**config.mk**
```make
export PLATFORM = sky130hd
export DESIGN_NAME = dff_reg_arbiter
export DESIGN_NICKNAME = d
export VERILOG_FILES = /design/src/rtl/dff_reg_arbiter.sv
export SDC_FILE = /design/constraint.sdc
export NUM_CORES = 1
export LEC_CHECK = 0
export ABC_AREA = 1
export CAP_MARGIN = 20
export CELL_PAD_IN_SITES_DETAIL_PLACEMENT = 0
export CELL_PAD_IN_SITES_GLOBAL_PLACEMENT = 1
export CORE_MARGIN = 10
export CORE_UTILIZATION = 31
export DETAILED_ROUTE_END_ITERATION = 6
export GPL_TIMING_DRIVEN = 1
export HOLD_SLACK_MARGIN = 0.1
export PLACE_DENSITY_LB_ADDON = 0.1
export SLEW_MARGIN = 25
export SYNTH_ARGS = -nofsm -noshare
export SYNTH_HDL_FRONTEND = slang
export SYNTH_SLANG_ARGS = --single-unit
```
**constraint.sdc**
```tcl
create_clock -name C -period 2.4 [get_ports C]
set_input_delay 0.48 -clock C [delete_from_list [all_inputs] [get_ports C]]
set_output_delay 0.48 -clock C [all_outputs]
set_load 0.05 [all_outputs]
```
**src/rtl/dff_reg_arbiter.sv**
```systemverilog
// Round-robin write arbiter for a shared dff-built register: grant, strobe, settle, readback check.
// Build option: DFF_ARB_READBACK_EN enables the reg_Q compare with bounded rewrite retries.
module dff_reg_arbiter #(
  parameter int N_REQ      = 4,
  parameter int WIDTH      = 8,
  parameter int SETTLE_CYC = 2,
  parameter int MAX_RETRY  = 2
) (
  input  logic                   C,
  input  logic                   nR,
  input  logic [N_REQ-1:0]       req,
  input  logic [N_REQ*WIDTH-1:0] wdata,
  input  logic [WIDTH-1:0]       reg_Q,
  output logic [N_REQ-1:0]       gnt,
  output logic [WIDTH-1:0]       reg_D,
  output logic                   reg_we,
  output logic [N_REQ-1:0]       done,
  output logic                   err,
  output logic                   busy
);

  localparam int IW = $clog2(N_REQ);

  typedef enum logic [1:0] {S_IDLE, S_GRANT, S_SETTLE, S_CHECK} state_t;

  state_t             state_q, state_d;
  logic [IW-1:0]      ptr_q, ptr_d, win_q, win_d, pick;
  logic [IW:0]        idx;
  logic               found, fin;
  logic [3:0]         cnt_q, cnt_d;
  logic [N_REQ-1:0]   gnt_q, gnt_d, done_q, done_d, pick_oh;
  logic [WIDTH-1:0]   data_q, data_d, sel;
  logic               we_q, we_d, busy_q, busy_d;
`ifdef DFF_ARB_READBACK_EN
  logic [2:0]         retry_q, retry_d;
  logic               err_q, err_d;
`else
  logic               unused_ok;
  assign unused_ok = ^{reg_Q, 3'(MAX_RETRY)};
`endif

  // First set request above the pointer, wrapping; pointer starts at N_REQ-1 so req[0] leads.
  always_comb begin
    pick    = '0;
    found   = 1'b0;
    idx     = '0;
    sel     = '0;
    pick_oh = '0;
    for (int k = 1; k <= N_REQ; k++) begin
      idx = {1'b0, ptr_q} + (IW+1)'(k);
      if (idx >= (IW+1)'(N_REQ)) idx = idx - (IW+1)'(N_REQ);
      if (!found && req[idx[IW-1:0]]) begin
        found = 1'b1;
        pick  = idx[IW-1:0];
      end
    end
    for (int i = 0; i < N_REQ; i++) begin
      if (pick == IW'(i)) begin
        sel        = wdata[i*WIDTH +: WIDTH];
        pick_oh[i] = 1'b1;
      end
    end
  end

  always_comb begin
    state_d = state_q;
    ptr_d   = ptr_q;
    win_d   = win_q;
    cnt_d   = cnt_q;
    gnt_d   = gnt_q;
    data_d  = data_q;
    we_d    = 1'b0;
    done_d  = '0;
    fin     = 1'b0;
`ifdef DFF_ARB_READBACK_EN
    retry_d = retry_q;
    err_d   = 1'b0;
`endif
    case (state_q)
      S_IDLE: begin
        if (found) begin
          win_d   = pick;
          data_d  = sel;
          gnt_d   = pick_oh;
          we_d    = 1'b1;
          state_d = S_GRANT;
        end
      end
      S_GRANT: begin
        cnt_d   = 4'(SETTLE_CYC);
        state_d = S_SETTLE;
      end
      S_SETTLE: begin
        if (cnt_q <= 4'd1) state_d = S_CHECK;
        else               cnt_d   = cnt_q - 4'd1;
      end
      S_CHECK: begin
`ifdef DFF_ARB_READBACK_EN
        if (reg_Q != data_q && retry_q < 3'(MAX_RETRY)) begin
          retry_d = retry_q + 3'd1;
          we_d    = 1'b1;
          state_d = S_GRANT;
        end else begin
          err_d = (reg_Q != data_q);
          fin   = 1'b1;
        end
`else
        fin = 1'b1;
`endif
      end
      default: state_d = S_IDLE;
    endcase
    if (fin) begin
      done_d  = gnt_q;
      ptr_d   = win_q;
      gnt_d   = '0;
      state_d = S_IDLE;
`ifdef DFF_ARB_READBACK_EN
      retry_d = '0;
`endif
    end
    busy_d = (state_d != S_IDLE);
  end

  always_ff @(posedge C or negedge nR) begin
    if (!nR) begin
      state_q <= S_IDLE;
      ptr_q   <= IW'(N_REQ-1);
      win_q   <= '0;
      cnt_q   <= '0;
      gnt_q   <= '0;
      data_q  <= '0;
      we_q    <= 1'b0;
      done_q  <= '0;
      busy_q  <= 1'b0;
`ifdef DFF_ARB_READBACK_EN
      retry_q <= '0;
      err_q   <= 1'b0;
`endif
    end else begin
      state_q <= state_d;
      ptr_q   <= ptr_d;
      win_q   <= win_d;
      cnt_q   <= cnt_d;
      gnt_q   <= gnt_d;
      data_q  <= data_d;
      we_q    <= we_d;
      done_q  <= done_d;
      busy_q  <= busy_d;
`ifdef DFF_ARB_READBACK_EN
      retry_q <= retry_d;
      err_q   <= err_d;
`endif
    end
  end

  assign gnt    = gnt_q;
  assign reg_D  = data_q;
  assign reg_we = we_q;
  assign done   = done_q;
  assign busy   = busy_q;
`ifdef DFF_ARB_READBACK_EN
  assign err    = err_q;
`else
  assign err    = 1'b0;
`endif

endmodule

```
==> qor.yml <==
yosys:
  synth.mux.area_fraction: 0
  async_reset_ff_frac: 1.00
  ys.flop_type: "dfrtp_1"
  syn_inst: 229
  synth_cell_type_count: 32
  yosys_warnings: 0
  ys_seq_area_frac: 0.401
  syn-num-nets: 281
  synth_edf_count: 0
  synth_top_family_by_area: "simple AND/OR/NAND/NOR gates"
  synth-seq-cells: 28
  postSynthAreaPerCell_um2: 7.65
  synth-compound-area-share: 0.0821
  synth_xor_area_frac: 0
  synthAdderAreaFrac: 0.0429
  syn_area_um2: 1750
  synth_simple_gate_area_share: 0.385
worst_hold_path:
  min-delay-path-class: "flop to flop"
  hp-start: "cnt_q[3]"
clocking:
  h-tree-depth: 1
  tritoncts: "done"
  postCtsHoldBufs: 0
  cts-buffers-inserted: 3
  ctsResizeCount: 0
  cts.sink_count: 28
  clk_path_buf_depth: 2
  clk_latency_ns: 0.28
  clockRootBuffer: "clkbuf_8"
  cts.clk_slew.worst_paths_ns: 0.10
  cts_setup_buffers: 0
sta:
  max_clock_freq_mhz: 465
  slew_violations: 0
  period_share: 0.896
  tightest_slew_ns: 0.551
  hold-worst-slack_ns: 0.475
  slew_headroom: 0.632
  finalCriticalPeriod_ns: 2.15
  fin_skew_ns: 0.0140
  setup_violations: 0
  hold_viol: 0
final_layout:
  num-fill-cells: 579
  area_delta_synth_final_pct: 45.1
  final_net_count: 350
  final_cells: 369
  final_util: 0.462
  drive_gt1_frac: 0.148
  stdcell_area_um2: 2540
  n_antenna_cell: 0
power_and_ir_drop:
  peakVddDrop_mv: 0.511
  total_power_mw: 3.92
  total_leakage_power_nw: 1.25
  power_density_nw_per_um2: 1540
routing:
  vias_per_cell: 4.57
  routedWlPerCell_um: 13.0
  finalWirelength_um: 4790
  drtIter0Drc: 43
  firstDrtPassIters: 4
  drc: 0
  ant_nets: 0
  detailroute.via_count: 1685
status:
  status: "finished clean"
floorplanning:
  placementRows: 27
  die_h_um: 95.2
  io_pins: 65
  core_area_um2: 5510
  start_util: 0.318
  die_w_um: 95.2
  die_area_um2: 9060
setup_path:
  cp-start-kind: "flop"
  crit_path_end_kind: "flop"
  crit_fanout: 19
  cp.arrival_ns: 2.33
  critical_path_required_ns: 2.58
  critical_path_class: "flop to flop"
  r2r-start: "ptr_q[0]"
  worstSetupStartpoint: "ptr_q[0]"
placed_design:
  dp.cells: 363
  dp_hpwl_um: 3750
  gp_congestion: 0.718
  placed_cell_area_um2: 2460
  portBuffers: 55
grt:
  gr-total-overflow: 0
  antenna_found_initial: 0
  grt_max_degree: 29
  grt_usage: 0.114
  grt_pass1_vias: 1804
  grt_pass1_wl_um: 8440
run:
  maxCapViolCount: 0
==> per-stage QoR <==
step	setup TNS (ns)	setup slack, ns
floorplan	0	0.556
global placement	-0.100	-0.0459
detailed placement	-0.0852	-0.0512
CTS	0	0.194
global route	-0.00265	-0.00265
finish	0	0.249
==> sequential cells by signal, indices dropped and copies added (netlist names) <==
name	flops
cnt_q	4
busy	1
done	4
ptr_q	2
gnt	4
reg_D	8
state_q	2
reg_we	1
win_q	2
==> worst max-delay path, stage by stage, from the launching register on <==
cell	delay, ns
dfstp_2	0.58
inv_2	0.09
nand2_1	0.08
nand2_1	0.08
nand2_1	0.08
nand2_1	0.12
nor2_8	0.16
buf_4	0.13
nand3b_4	0.09
nand2_8	0.16
nand2_1	0.17
o21ai_1	0.15
inv_1	0.05
nand2_1	0.05
nand2_1	0.05
==> logic make-up after synthesis <==
logic type / Yosys count
and+or+nand+nor: 134
AOI/OAI and AO/OA: 26
buffers and inverters: 34
adders and majority gates: 6
DFF: 28
other: 1
==> path summary, 6_finish.rpt <==
check / slack, ns / end / cells after the start
setup / recovery: 0.25 / reg_D[6] / 14
hold / removal: 0.48 / cnt_q[3] / 1
setup reg to reg: 0.25 / reg_D[6] / 14
hold reg to reg: 0.48 / cnt_q[3] / 1
max in group asynchronous: 1.50 / ptr_q[1] / 2
min in group asynchronous: 0.57 / win_q[1] / 2
==> metal layers <==
layer | global-route usage | vias to the layer above | share of wire
met5 | 0 | - | 0
met4 | 0.0112 | 0 | 0.0040
met3 | 0.0503 | 2 | 0.089
met2 | 0.186 | 42 | 0.47
met1 | 0.141 | 765 | 0.44
li1 | - | 876 | -
==> cell type report <==
type	count	area (um^2)	share of cell area
multi-input cells	167	897	0.353
repair buffers	70	676	0.266
clock buffers	3	41.3	0.0162
clock inverters	1	30.0	0.0118
inverters	28	105	0.0413
flip-flops and latches	28	703	0.277
well taps	72	90.1	0.0354
==> Yosys cell counts, types with 2 or more instances <==
cell type | n | area [um^2]
nand2_1 | 84 | 315
dfrtp_1 | 26 | 651
inv_1 | 20 | 75.1
nand3_1 | 20 | 100
nand4_1 | 12 | 75.1
o21ai_0 | 10 | 50.1
o21ai_1 | 10 | 50.1
inv_2 | 8 | 30.0
ha_1 | 6 | 75.1
nor2_1 | 4 | 15.0
a21oi_1 | 3 | 15.0
nand2_2 | 3 | 18.8
buf_4 | 2 | 15.0
buf_6 | 2 | 22.5
dfstp_2 | 2 | 52.6
==> report_power, final <==
part	internal, mW	leakage (nW)	total, mW	switching [mW]
Combinational	1.01	0.866	2.73	1.72
Clock	0.223	0.0357	0.368	0.145
Sequential	0.683	0.351	0.817	0.135
Total	1.91	1.25	3.92	2.00
==> layout by cell type (no fill, tap or decap) <==
cell type         n
o21ai_1          10
a211oi_2          1
inv_2             8
bufinv_16         1
nand2_2           3
buf_4            14
nand4_1          12
a21oi_1           3
inv_1            20
nand4_4           1
nor4_1            1
nor2_8            1
clkbuf_8          3
or2_2             1
buf_12            1
a21oi_2           1
o211ai_1          1
conb_1            1
nand2_8           1
nor2_2            1
ha_1              6
nand3_2           1
nand3_1          20
nand3_4           1
nand2_1          84
nand3b_4          1
nor2_4            1
nand2_4           1
o21ai_0          10
clkdlybuf4s50_1  55
dfrtp_1          26
dfstp_2           2
nor2_1            4
Power figures use the tool's default switching activity.
